`config.mk`:
```
export PLATFORM = sky130hd
export DESIGN_NAME = cache_mem_arbiter
export DESIGN_NICKNAME = d
export VERILOG_FILES = /design/src/rtl/cpu_types_pkg.sv /design/src/rtl/cache_mem_arbiter_rr_picker.sv /design/src/rtl/cache_mem_arbiter.sv
export SDC_FILE = /design/constraint.sdc
export NUM_CORES = 1
export LEC_CHECK = 0
export CAP_MARGIN = 15
export CORE_AREA = 2 2 168 170
export DETAILED_ROUTE_END_ITERATION = 10
export DIE_AREA = 0 0 170 172
export PLACE_DENSITY = 0.48
export SYNTH_ARGS = -nofsm -noshare
export SYNTH_HDL_FRONTEND = slang
export SYNTH_HIERARCHICAL = 1
export SYNTH_SLANG_ARGS = --single-unit
```
`constraint.sdc`:
```
create_clock -name CLK -period 4 [get_ports CLK]
set_clock_uncertainty 0.15 [all_clocks]
set_input_delay 0.6 -clock CLK [delete_from_list [all_inputs] [get_ports CLK]]
set_output_delay 0.6 -clock CLK [all_outputs]
set_load 0.1 [all_outputs]
```
`src/rtl/cpu_types_pkg.sv`:
```
// Shared types for the cache-to-RAM arbiter: the word type, the RAM handshake state,
// the arbiter FSM states and the grant record.
package cpu_types_pkg;
  localparam int NCPU  = 2;
  localparam int CPU_W = (NCPU > 1) ? $clog2(NCPU) : 1;

  typedef logic [31:0] word_t;

  typedef enum logic [1:0] {FREE, BUSY, ACCESS, ERROR} ramstate_t;

  typedef enum logic {ARB_IDLE, ARB_SERVE} arb_state_t;

  typedef struct packed {
    logic             is_data;
    logic [CPU_W-1:0] cpu;
  } grant_t;
endpackage

```
`src/rtl/cache_mem_arbiter_rr_picker.sv`:
```
// Round-robin picker: returns the first set request bit found by scanning
// upward from ptr and wrapping modulo N.
module rr_picker #(
  parameter int N = 2,
  parameter int W = 1
) (
  input  logic [N-1:0] req,
  input  logic [W-1:0] ptr,
  output logic         found,
  output logic [W-1:0] idx
);
  logic [W-1:0] cidx;

  always_comb begin
    found = 1'b0;
    idx   = '0;
    cidx  = '0;
    for (int k = 0; k < N; k++) begin
      cidx = W'((int'(ptr) + k) % N);
      if (!found && req[cidx]) begin
        found = 1'b1;
        idx   = cidx;
      end
    end
  end
endmodule

```
`src/rtl/cache_mem_arbiter.sv`:
```
// Arbitrates per-core icache/dcache requests onto the single RAM port. Data requests beat
// instruction fetches; within a class a shared round-robin pointer picks the core.
module cache_mem_arbiter
  import cpu_types_pkg::*;
#(
  parameter int CPUS = NCPU
) (
  input  logic                 CLK,
  input  logic                 nRST,
  input  logic [CPUS-1:0]      iREN,
  input  word_t [CPUS-1:0]     iaddr,
  output logic [CPUS-1:0]      iwait,
  output word_t [CPUS-1:0]     iload,
  input  logic [CPUS-1:0]      dREN,
  input  logic [CPUS-1:0]      dWEN,
  input  word_t [CPUS-1:0]     daddr,
  input  word_t [CPUS-1:0]     dstore,
  output logic [CPUS-1:0]      dwait,
  output word_t [CPUS-1:0]     dload,
  output logic                 ramREN,
  output logic                 ramWEN,
  output word_t                ramaddr,
  output word_t                ramstore,
  input  word_t                ramload,
  input  ramstate_t            ramstate
);
  arb_state_t       state, state_nxt;
  grant_t           grant, grant_nxt;
  logic [CPU_W-1:0] rr_ptr, rr_ptr_nxt;
  logic [CPUS-1:0]  dreq;
  logic             d_found, i_found;
  logic [CPU_W-1:0] d_idx, i_idx;
  logic             g_live, g_write;

  assign dreq = dREN | dWEN;

  rr_picker #(.N(CPUS), .W(CPU_W)) u_pick_d (
    .req(dreq), .ptr(rr_ptr), .found(d_found), .idx(d_idx)
  );
  rr_picker #(.N(CPUS), .W(CPU_W)) u_pick_i (
    .req(iREN), .ptr(rr_ptr), .found(i_found), .idx(i_idx)
  );

  always_ff @(posedge CLK or negedge nRST) begin
    if (!nRST) begin
      state  <= ARB_IDLE;
      grant  <= '0;
      rr_ptr <= '0;
    end else begin
      state  <= state_nxt;
      grant  <= grant_nxt;
      rr_ptr <= rr_ptr_nxt;
    end
  end

  // A dport with both REN and WEN high is served as a write.
  assign g_live  = grant.is_data ? dreq[grant.cpu] : iREN[grant.cpu];
  assign g_write = grant.is_data & dWEN[grant.cpu];

  always_comb begin
    state_nxt  = state;
    grant_nxt  = grant;
    rr_ptr_nxt = rr_ptr;
    iwait      = '1;
    dwait      = '1;
    ramREN     = 1'b0;
    ramWEN     = 1'b0;
    ramaddr    = '0;
    ramstore   = '0;
    unique case (state)
      ARB_IDLE: begin
        if (d_found) begin
          grant_nxt = '{is_data: 1'b1, cpu: d_idx};
          state_nxt = ARB_SERVE;
        end else if (i_found) begin
          grant_nxt = '{is_data: 1'b0, cpu: i_idx};
          state_nxt = ARB_SERVE;
        end
      end
      ARB_SERVE: begin
        if (!g_live) begin
          state_nxt = ARB_IDLE;
        end else begin
          ramWEN   = g_write;
          ramREN   = !g_write;
          ramaddr  = grant.is_data ? daddr[grant.cpu] : iaddr[grant.cpu];
          ramstore = g_write ? dstore[grant.cpu] : '0;
          // BUSY, FREE and ERROR all hold the request; only ACCESS completes it.
          if (ramstate == ACCESS) begin
            if (grant.is_data) dwait[grant.cpu] = 1'b0;
            else               iwait[grant.cpu] = 1'b0;
            rr_ptr_nxt = (grant.cpu == CPU_W'(CPUS - 1)) ? '0 : grant.cpu + CPU_W'(1);
            state_nxt  = ARB_IDLE;
          end
        end
      end
      default: state_nxt = ARB_IDLE;
    endcase
  end

  assign iload = {CPUS{ramload}};
  assign dload = {CPUS{ramload}};
endmodule

```
* Word level (Yosys, flattened, before mapping) *
Cells that the tools add are included.

storage, ports and cells
  flip-flop bits (word level) = 4

operators by class
  order comparisons = 4
  bitwise gates (word level) = 4
  muxes and demuxes = 57
  add/sub/neg operators = 2
  equal/unequal tests = 1
  reduce and logical (&&, ||, !) cells = 9

operator list
  cell                                                                           number
  32-bit 2-to-1 mux                                                              12
  1-bit 2-to-1 mux                                                               33
  2-bit 2-to-1 mux                                                               10
  1-bit by 2-bit less-than comparator with 1-bit output (second input constant)  3
  1-bit logical AND                                                              3
  1-bit logical NOT                                                              3
  3-bit AND reduction                                                            1
  1-bit adder (second input constant)                                            2
  2-bit == test (second input constant)                                          1
  2-bit NOT                                                                      1
  2-bit OR                                                                       1
  1-bit case mux with 2 select lines                                             1
  2-bit AND reduction                                                            1
  2-bit nonzero test                                                             1
  1-bit AND                                                                      1
  1-bit demux with 1-bit select                                                  1
  1-bit >= comparator (second input constant)                                    1
  1-bit NOT                                                                      1

* Logic depth before layout (Yosys ltp) *
Gate-level depths: netlist (run 1).

  depth after elaboration = 9
  depth in mapped cells = 6

* Modules after synthesis *
Netlist (run 1), hierarchy kept.

by module, submodules not included
  module             sequential area each (um2)  area each (um2)  cells an instance  times used
  cache_mem_arbiter  100.1                       2,757.6          315                1
  rr_picker          0.0                         17.5             3                  2

* Worst setup path after synthesis (run 1) *
No wires, ideal clock.

  path kind = input-to-output
  start = in dWEN[0]
  end = out ramREN
  arrival = 2.453 ns
  required time = 3.250 ns
  buffers on the path = 1
  path slack = 0.797 ns
  stages = 5
  cells stage by stage = or2_4 > mux4_2 > buf_6 > nand2_1 > nor2_1

between the ends
  word-level cells in the longest chain between the ends = 6

RTL lines
  element                                                              RTL line                                          text
  from (decl)                                                          cache_mem_arbiter.sv:15                           input logic [CPUS-1:0] dWEN,
  2-bit OR or 1-bit 2-to-1 mux (tied branches)                         cache_mem_arbiter.sv:35, cache_mem_arbiter.sv:58
  1-bit 2-to-1 mux (on tied branches)                                  cache_mem_arbiter.sv:57, cache_mem_arbiter.sv:58
  1-bit 2-to-1 mux (not written as such) or 1-bit AND (tied branches)  cache_mem_arbiter.sv:57, cache_mem_arbiter.sv:58
  1-bit 2-to-1 mux or 1-bit logical NOT (tied branches)                cache_mem_arbiter.sv:57, cache_mem_arbiter.sv:85
  1-bit 2-to-1 mux (*)                                                 cache_mem_arbiter.sv:81                           if (!g_live) begin
  1-bit 2-to-1 mux (*)                                                 cache_mem_arbiter.sv:70                           unique case (state)
  to (decl)                                                            cache_mem_arbiter.sv:20                           output logic ramREN,

Every way passes the cells marked *; elsewhere a longest branch is shown, timed or not. The select of a mux whose other input is x is not followed.

* Worst setup path in the final report (run 1) *
  start = in dWEN[0]
  end = out ramaddr[28]

between the ends
  word-level cells in the longest chain between the ends = 6

RTL lines
  element                                               RTL line                 text
  2-bit OR                                              cache_mem_arbiter.sv:35  assign dreq = dREN | dWEN;
  net dreq[0]                                           cache_mem_arbiter.sv:30  logic [CPUS-1:0] dreq;
  1-bit 2-to-1 mux (not written as such) (2 in series)  cache_mem_arbiter.sv:57  assign g_live = grant.is_data ? dreq[grant.cpu] : iREN[grant.cpu];
  1-bit 2-to-1 mux                                      cache_mem_arbiter.sv:57
  32-bit 2-to-1 mux                                     cache_mem_arbiter.sv:81
  32-bit 2-to-1 mux                                     cache_mem_arbiter.sv:70
  to (decl)                                             cache_mem_arbiter.sv:22  output word_t ramaddr,

The timed path passes the listed nets, and every way through them passes these cells. The select of a mux whose other input is x is not followed.

==> flow_summary_export.csv, run 1 <==
group,metric,value,unit
status,status,"finished, final reports clean",
sta,max_freq,0.300,GHz
clock_tree,post-cts-setup-buffer-count,0,
worst_setup_path,path_delay_family,"multiplexers",
clock_tree,clock-sinks,4,
sta,hold_ws,0.389,ns
grt,antenna_found_initial,1,
place,dpl_cell_area,0.00555,mm^2
grt,grt.overflow.total,0,
worst_setup_path,cp-end-kind,"output pin",
clock_tree,post_cts_resized,0,
die,rows,61,
die,dieWidth,170,um
sta,worst_slack,0.662,ns
cells_and_area,final_util,20.5,%
grt,grt.total_usage,8.22,%
sta,hold_violations,0,
logic_synthesis,yosys.area.top_type,"buf_4",
worst_setup_path,cp_slowest_cell,"mux4_2",
routing,drc,0,
worst_setup_path,worst-path-buf-inv,2,
sta,post-route-min-period,3.34,ns
routing,wl_per_cell,16.4,um
routing,vias_per_cell,3.51,
logic_synthesis,seq_area_frac_synth,3.58,%
logic_synthesis,yosys-top-cells-area,"buf_4, mux4_2, mux2i_1",
die,die_y,172,um
cells_and_area,layout-drive-gt1-share,25.8,%
logic_synthesis,ys_ff_latch,4,
place,dp.cells,793,
logic_synthesis,synthCells,321,
cells_and_area,area_delta_synth_final,101,%
logic_synthesis,syn_nets,555,
sta,post-route-period-util,83.5,%
worst_setup_path,critPathMaxStageDelay,0.77,ns
logic_synthesis,syn_area,0.00279,mm^2
logic_synthesis,ys_types,28,
sta,rsz0062_at_grt,"no",
die,initial_core_util,10.2,%
sta,report.final.slew_viol_count,0,
place,pre_cts_slack,0.634,ns
power,p_per_area,905,mW/mm^2
clock_tree,clk_pin_slew,0.03,ns
sta,worstMarginPinSlew,0.617,ns
job,cap_violations,0,
place,gp_congestion,0.761,
die,pin_count,432,
clock_tree,hold_buffers,0,
worst_setup_path,cp_max_fo,35,
clock_tree,htree_levels,1,
grt,grt_first_pass_wirelength,18100,um
power,ir_drop,0.328,mV
place,numPortBuffers,271,
routing,firstDrtPassIters,4,
grt,grt_pass1_vias,2962,
worst_setup_path,required,3.25,ns
clock_tree,cts_buffers,3,
cells_and_area,fill_cells,3049,
place,post-dp-hpwl,11300,um
power,total_power,5.09,mW
power,leakagePower,2.25,nW
routing,vias,2796,
logic_synthesis,yosysWarnings,6,
logic_synthesis,avgSynthCellArea,8.70,um^2
clock_tree,cts-root-buf,"clkbuf_16",
clock_tree,clk_latency,0.22,ns
worst_setup_path,start_kind,"input pin",
die,core,0.0275,mm^2
clock_tree,cts_tree,"built",
sta,setup_tns,0,ns
logic_synthesis,synth_top_area_share,35.5,%
cells_and_area,nNetsFinal,686,
cells_and_area,design_area,0.00562,mm^2
die,die-area,0.0292,mm^2
routing,drt.antenna.violating_nets,0,
cells_and_area,diodes,0,
sta,max_slew_margin,58.9,%
worst_setup_path,crit_chain,"clkdlybuf4s50_1, or2_4, mux4_2, and3_1, buf_12",
grt,grt_max_degree,37,
sta,finalSetupViolations,0,
worst_setup_path,crit_arrival,2.59,ns
worst_setup_path,crit_type,"input pin to output pin",
routing,drt_iter0_markers,34,
cells_and_area,layout.cells.non_filler,796,
clock_tree,clockBufferDepth,2,
min_path,worstHoldPathType,"flop to flop",
routing,wl,13100,um
==> state kept, by name, summed over array words and instances, names as in the netlist <==
name	cells
grant	2
rr_ptr	1
state	1
==> worst reg2reg max path, cell delays in order, from the launching register on <==
cell	delay, ns
dfrtp_4	0.60
mux4_2	0.86
nand2_1	0.19
mux2i_1	0.18
==> cells in the final DEF (no fill, tap or decap), drive strengths merged <==
master / count
o21ai: 4
nand4: 1
buf: 75
nor2: 36
nor3: 2
inv: 7
nand2b: 1
nand3: 2
dfrtp: 4
or2: 4
a21oi: 1
mux2i: 34
nand3b: 2
nor2b: 1
a21boi: 2
mux4: 33
clkbuf: 3
nand2: 3
o311a: 1
nor3b: 1
and3: 32
clkdlybuf4s50: 201
==> final timing paths <==
check                               to  slack (ns)  startpoint  cells after the start
setup reg to reg                rr_ptr        1.95    grant[0]                      3
hold reg to reg                 rr_ptr        0.39      rr_ptr                      2
min in group asynchronous        state        0.44        nRST                      1
max in group asynchronous     grant[0]        3.07        nRST                      1
hold / removal                  rr_ptr        0.39      rr_ptr                      2
setup / recovery           ramaddr[28]        0.66     dWEN[0]                      5
==> cell usage after synthesis <==
cell type and instances:
o21ai_1 2, buf_2 5, or2_1 2, buf_4 132
a21boi_1 2, o21ai_0 2, dfrtp_1 4, nor2b_1 1
inv_2 1, mux2i_1 34, buf_1 2, or2_4 2
nand4_1 1, mux4_2 33, o311a_1 1, nor3b_1 1
nand3_1 2, a21oi_1 1, clkbuf_4 2, clkbuf_1 6
nand2_1 3, nand2b_1 1, nand3b_1 2, and3_1 32
nor2_1 36, buf_6 3, inv_1 6, nor3_1 2
==> layer usage <==
metal	wire (um)	vias to the layer above	share of wire (%)	global-route usage [%]
met2	6830	276	52	16.5
li1	-	1249	-	-
met5	13	-	0.10	0
met4	307	2	2.3	2.04
met1	4190	1225	32	7.79
met3	1720	44	13	3.16
==> logic make-up (layout without fill, tap and decap cells) <==
family	Yosys count	after routing	synth area share (%)
DFF	4	4	3.58
and+or+nand+nor	85	85	15.7
muxes	67	67	38.8
AOI/OAI and AO/OA	8	8	1.79
buffers and inverters	157	286	40.1
==> where the power goes <==
group	internal, mW	leakage (nW)	switching, mW
registers	0.0652	0.0433	0.0815
logic	1.80	2.17	3.00
clock network	0.127	0.0370	0.0256
==> layout make-up <==
type | count | area (um^2) | share of cell area, %
sequential | 4 | 105 | 1.87
multi-input combinational | 160 | 1570 | 27.9
clock buffer | 3 | 75.1 | 1.33
tap | 346 | 433 | 7.70
inverter | 7 | 26.3 | 0.467
timing repair buffer | 276 | 3410 | 60.7
No activity file was read; power rests on OpenSTA's default activity.
==> inputs of run 2 (changes only) <==
- PLACE_DENSITY: 0.48 -> 0.49
- clock period: 4 -> 3.06 ns (I/O delays scaled with it)
==> run 2 against run 1 <==
Compared with the run above: sequential share of layout area barely moved; clock power up 33%; via count fell by 1.6%; register-to-register slack lost 0.84 ns; global-route usage decreased by 0.27 points; total power grew 34%; first-iteration DRC count rose by 8.8%; flip-flop and latch count is the same; wire length down 2.8%; combinational power is 33% higher; critical path depth increased by 1.
==> flow_summary_export.csv, run 2 (synthesis gave the netlist of run 1 again) <==
group,metric,value,unit
worst_setup_path,crit_chain,"clkdlybuf4s50_1, or2_4, mux4_2, buf_12, and3_1, buf_12",
place,numPortBuffers,271,
worst_setup_path,required,2.45,ns
cells_and_area,reg.largest.list,"grant: 2 flops, rr_ptr: 1 flops, state: 1 flops",
routing,wl_per_cell,15.8,um
grt,grt_max_degree,34,
die,core,0.0275,mm^2
routing,firstDrtPassIters,4,
die,initial_core_util,10.2,%
sta,report.final.slew_viol_count,0,
sta,setup_tns,0,ns
routing,wl,12700,um
worst_setup_path,start_kind,"input pin",
die,pin_count,432,
sta,rsz0062_at_grt,"no",
cells_and_area,largest_register,"grant",
sta,max_slew_margin,62.4,%
sta,post-route-min-period,2.85,ns
worst_setup_path,endpoint,"ramaddr[9]",
cells_and_area,layout-drive-gt1-share,26.6,%
routing,drc,0,
grt,grt.total_usage,7.95,%
grt,gr-usage-met3,3.25,%
clock_tree,hold_buffers,0,
power,total_power,6.80,mW
grt,antenna_found_initial,0,
grt,grt.overflow.total,0,
clock_tree,clk_latency,0.22,ns
grt,grt_use_met2,15.4,%
min_path,worstHoldPathType,"input pin to async pin",
routing,drt_iter0_markers,37,
clock_tree,htree_levels,1,
sta,hold_violations,0,
grt,grt_busiest_layer,"met2",
worst_setup_path,cp_slowest_cell,"mux4_2",
die,rows,61,
grt,grt_first_pass_wirelength,17600,um
worst_setup_path,critPathMaxStageDelay,0.51,ns
cells_and_area,largest_reg_flops,2,
cells_and_area,layout_commonest_cell,"clkdlybuf4s50_1",
worst_setup_path,cp_max_fo,27,
cells_and_area,mostFrequentLayoutCells,"clkdlybuf4s50_1, buf_12, nor2_1",
cells_and_area,area_delta_synth_final,107,%
clock_tree,clock-sinks,4,
clock_tree,post_cts_resized,0,
routing,drt.antenna.violating_nets,0,
power,leakagePower,2.32,nW
die,die_y,172,um
grt,grt_pass1_vias,2999,
place,post-dp-hpwl,11000,um
routing,vias_per_cell,3.44,
die,die-area,0.0292,mm^2
routing,vias,2752,
cells_and_area,nNetsFinal,691,
cells_and_area,diodes,0,
sta,max_freq,0.351,GHz
clock_tree,cts_buffers,3,
worst_setup_path,cp-end-kind,"output pin",
worst_setup_path,crit_path_frequent_cell,"buf_12",
worst_setup_path,r2r_cells,4,
clock_tree,post-cts-setup-buffer-count,0,
worst_setup_path,r2r-end,"rr_ptr",
clock_tree,cts_tree,"built",
power,ir_drop,0.430,mV
worst_setup_path,crit_arrival,2.24,ns
place,gp_congestion,0.734,
worst_setup_path,critPathLaunch,"dWEN[0]",
clock_tree,clockBufferDepth,2,
sta,post-route-period-util,93.1,%
clock_tree,clk_pin_slew,0.03,ns
sta,worstMarginPinSlew,0.564,ns
sta,finalSetupViolations,0,
status,status,"finished, final reports clean",
cells_and_area,fill_cells,3012,
clock_tree,cts-root-buf,"clkbuf_16",
worst_setup_path,ff2ff_setup_slack,1.11,ns
die,dieWidth,170,um
worst_setup_path,crit_type,"input pin to output pin",
worst_setup_path,regToRegStartpoint,"grant[0]",
grt,use_met1,7.79,%
job,cap_violations,0,
power,p_per_area,1180,mW/mm^2
## run 2: changes by cell type in the layout (fill, tap and decap cells not counted)
cell    delta
buf_12     +9
buf_4      -4
## run 2: critical path, delay by kind of cell
| kind | cells | cell delay (ns) |
|---|---|---|
| buffers and inverters | 3 | 0.78 |
| muxes | 1 | 0.51 |
| and+or+nand+nor | 2 | 0.48 |
## run 2: where the power goes
part | internal [mW] | switching (mW) | total, mW | leakage (nW)
combinational | 2.48 | 3.90 | 6.37 | 2.24
sequential | 0.0844 | 0.139 | 0.223 | 0.0433
clock | 0.167 | 0.0360 | 0.203 | 0.0370
total | 2.73 | 4.07 | 6.80 | 2.32
## run 2: worst min-delay path by stage
stage / startpoint / endpoint / slack [ns] / cells after the start
6_report: nRST / rr_ptr / 0.32 / 1
3_5_place_dp: rr_ptr / rr_ptr / 0.39 / 2
4_1_cts: nRST / rr_ptr / 0.31 / 1
2_1_floorplan: nRST / grant[0] / 0.01 / 0
5_1_grt: nRST / rr_ptr / 0.32 / 1
3_3_place_gp: rr_ptr / rr_ptr / 0.38 / 2
## run 2: final cells by class
cell class	instances	area (um^2)	share of cell area, %
clock buffer	3	75.1	1.30
inverter	7	26.3	0.455
tap	346	433	7.50
sequential	4	105	1.82
timing repair buffer	281	3560	61.7
multi-input combinational	160	1570	27.2
## run 2: per-stage QoR
stage                     util [%]  cells  instance area (um^2)  setup slack, ns  hold slack, ns
after floorplan                  -    321                  2790           0.0226          0.0134
after global placement        20.7    798                  5700            0.202           0.381
after detailed placement      20.7    798                  5700            0.202           0.393
after CTS                     21.0    801                  5770            0.196           0.313
after global routing          21.0    801                  5770            0.157           0.322
final                         21.0    801                  5770            0.210           0.317
## run 2: routing by layer
metal  routed length (um)  up-vias
li1                     -     1263
met1                 4220     1204
met2                 6430      256
met3                 1770       29
met4                  274        0
met5                    0        -
==> inputs of run 3 (changes only) <==
- CTS_CLUSTER_SIZE: unset -> 8
==> results of run 3 <==
Same layout as run 2: the final DEF is identical, and so are final timing and power.
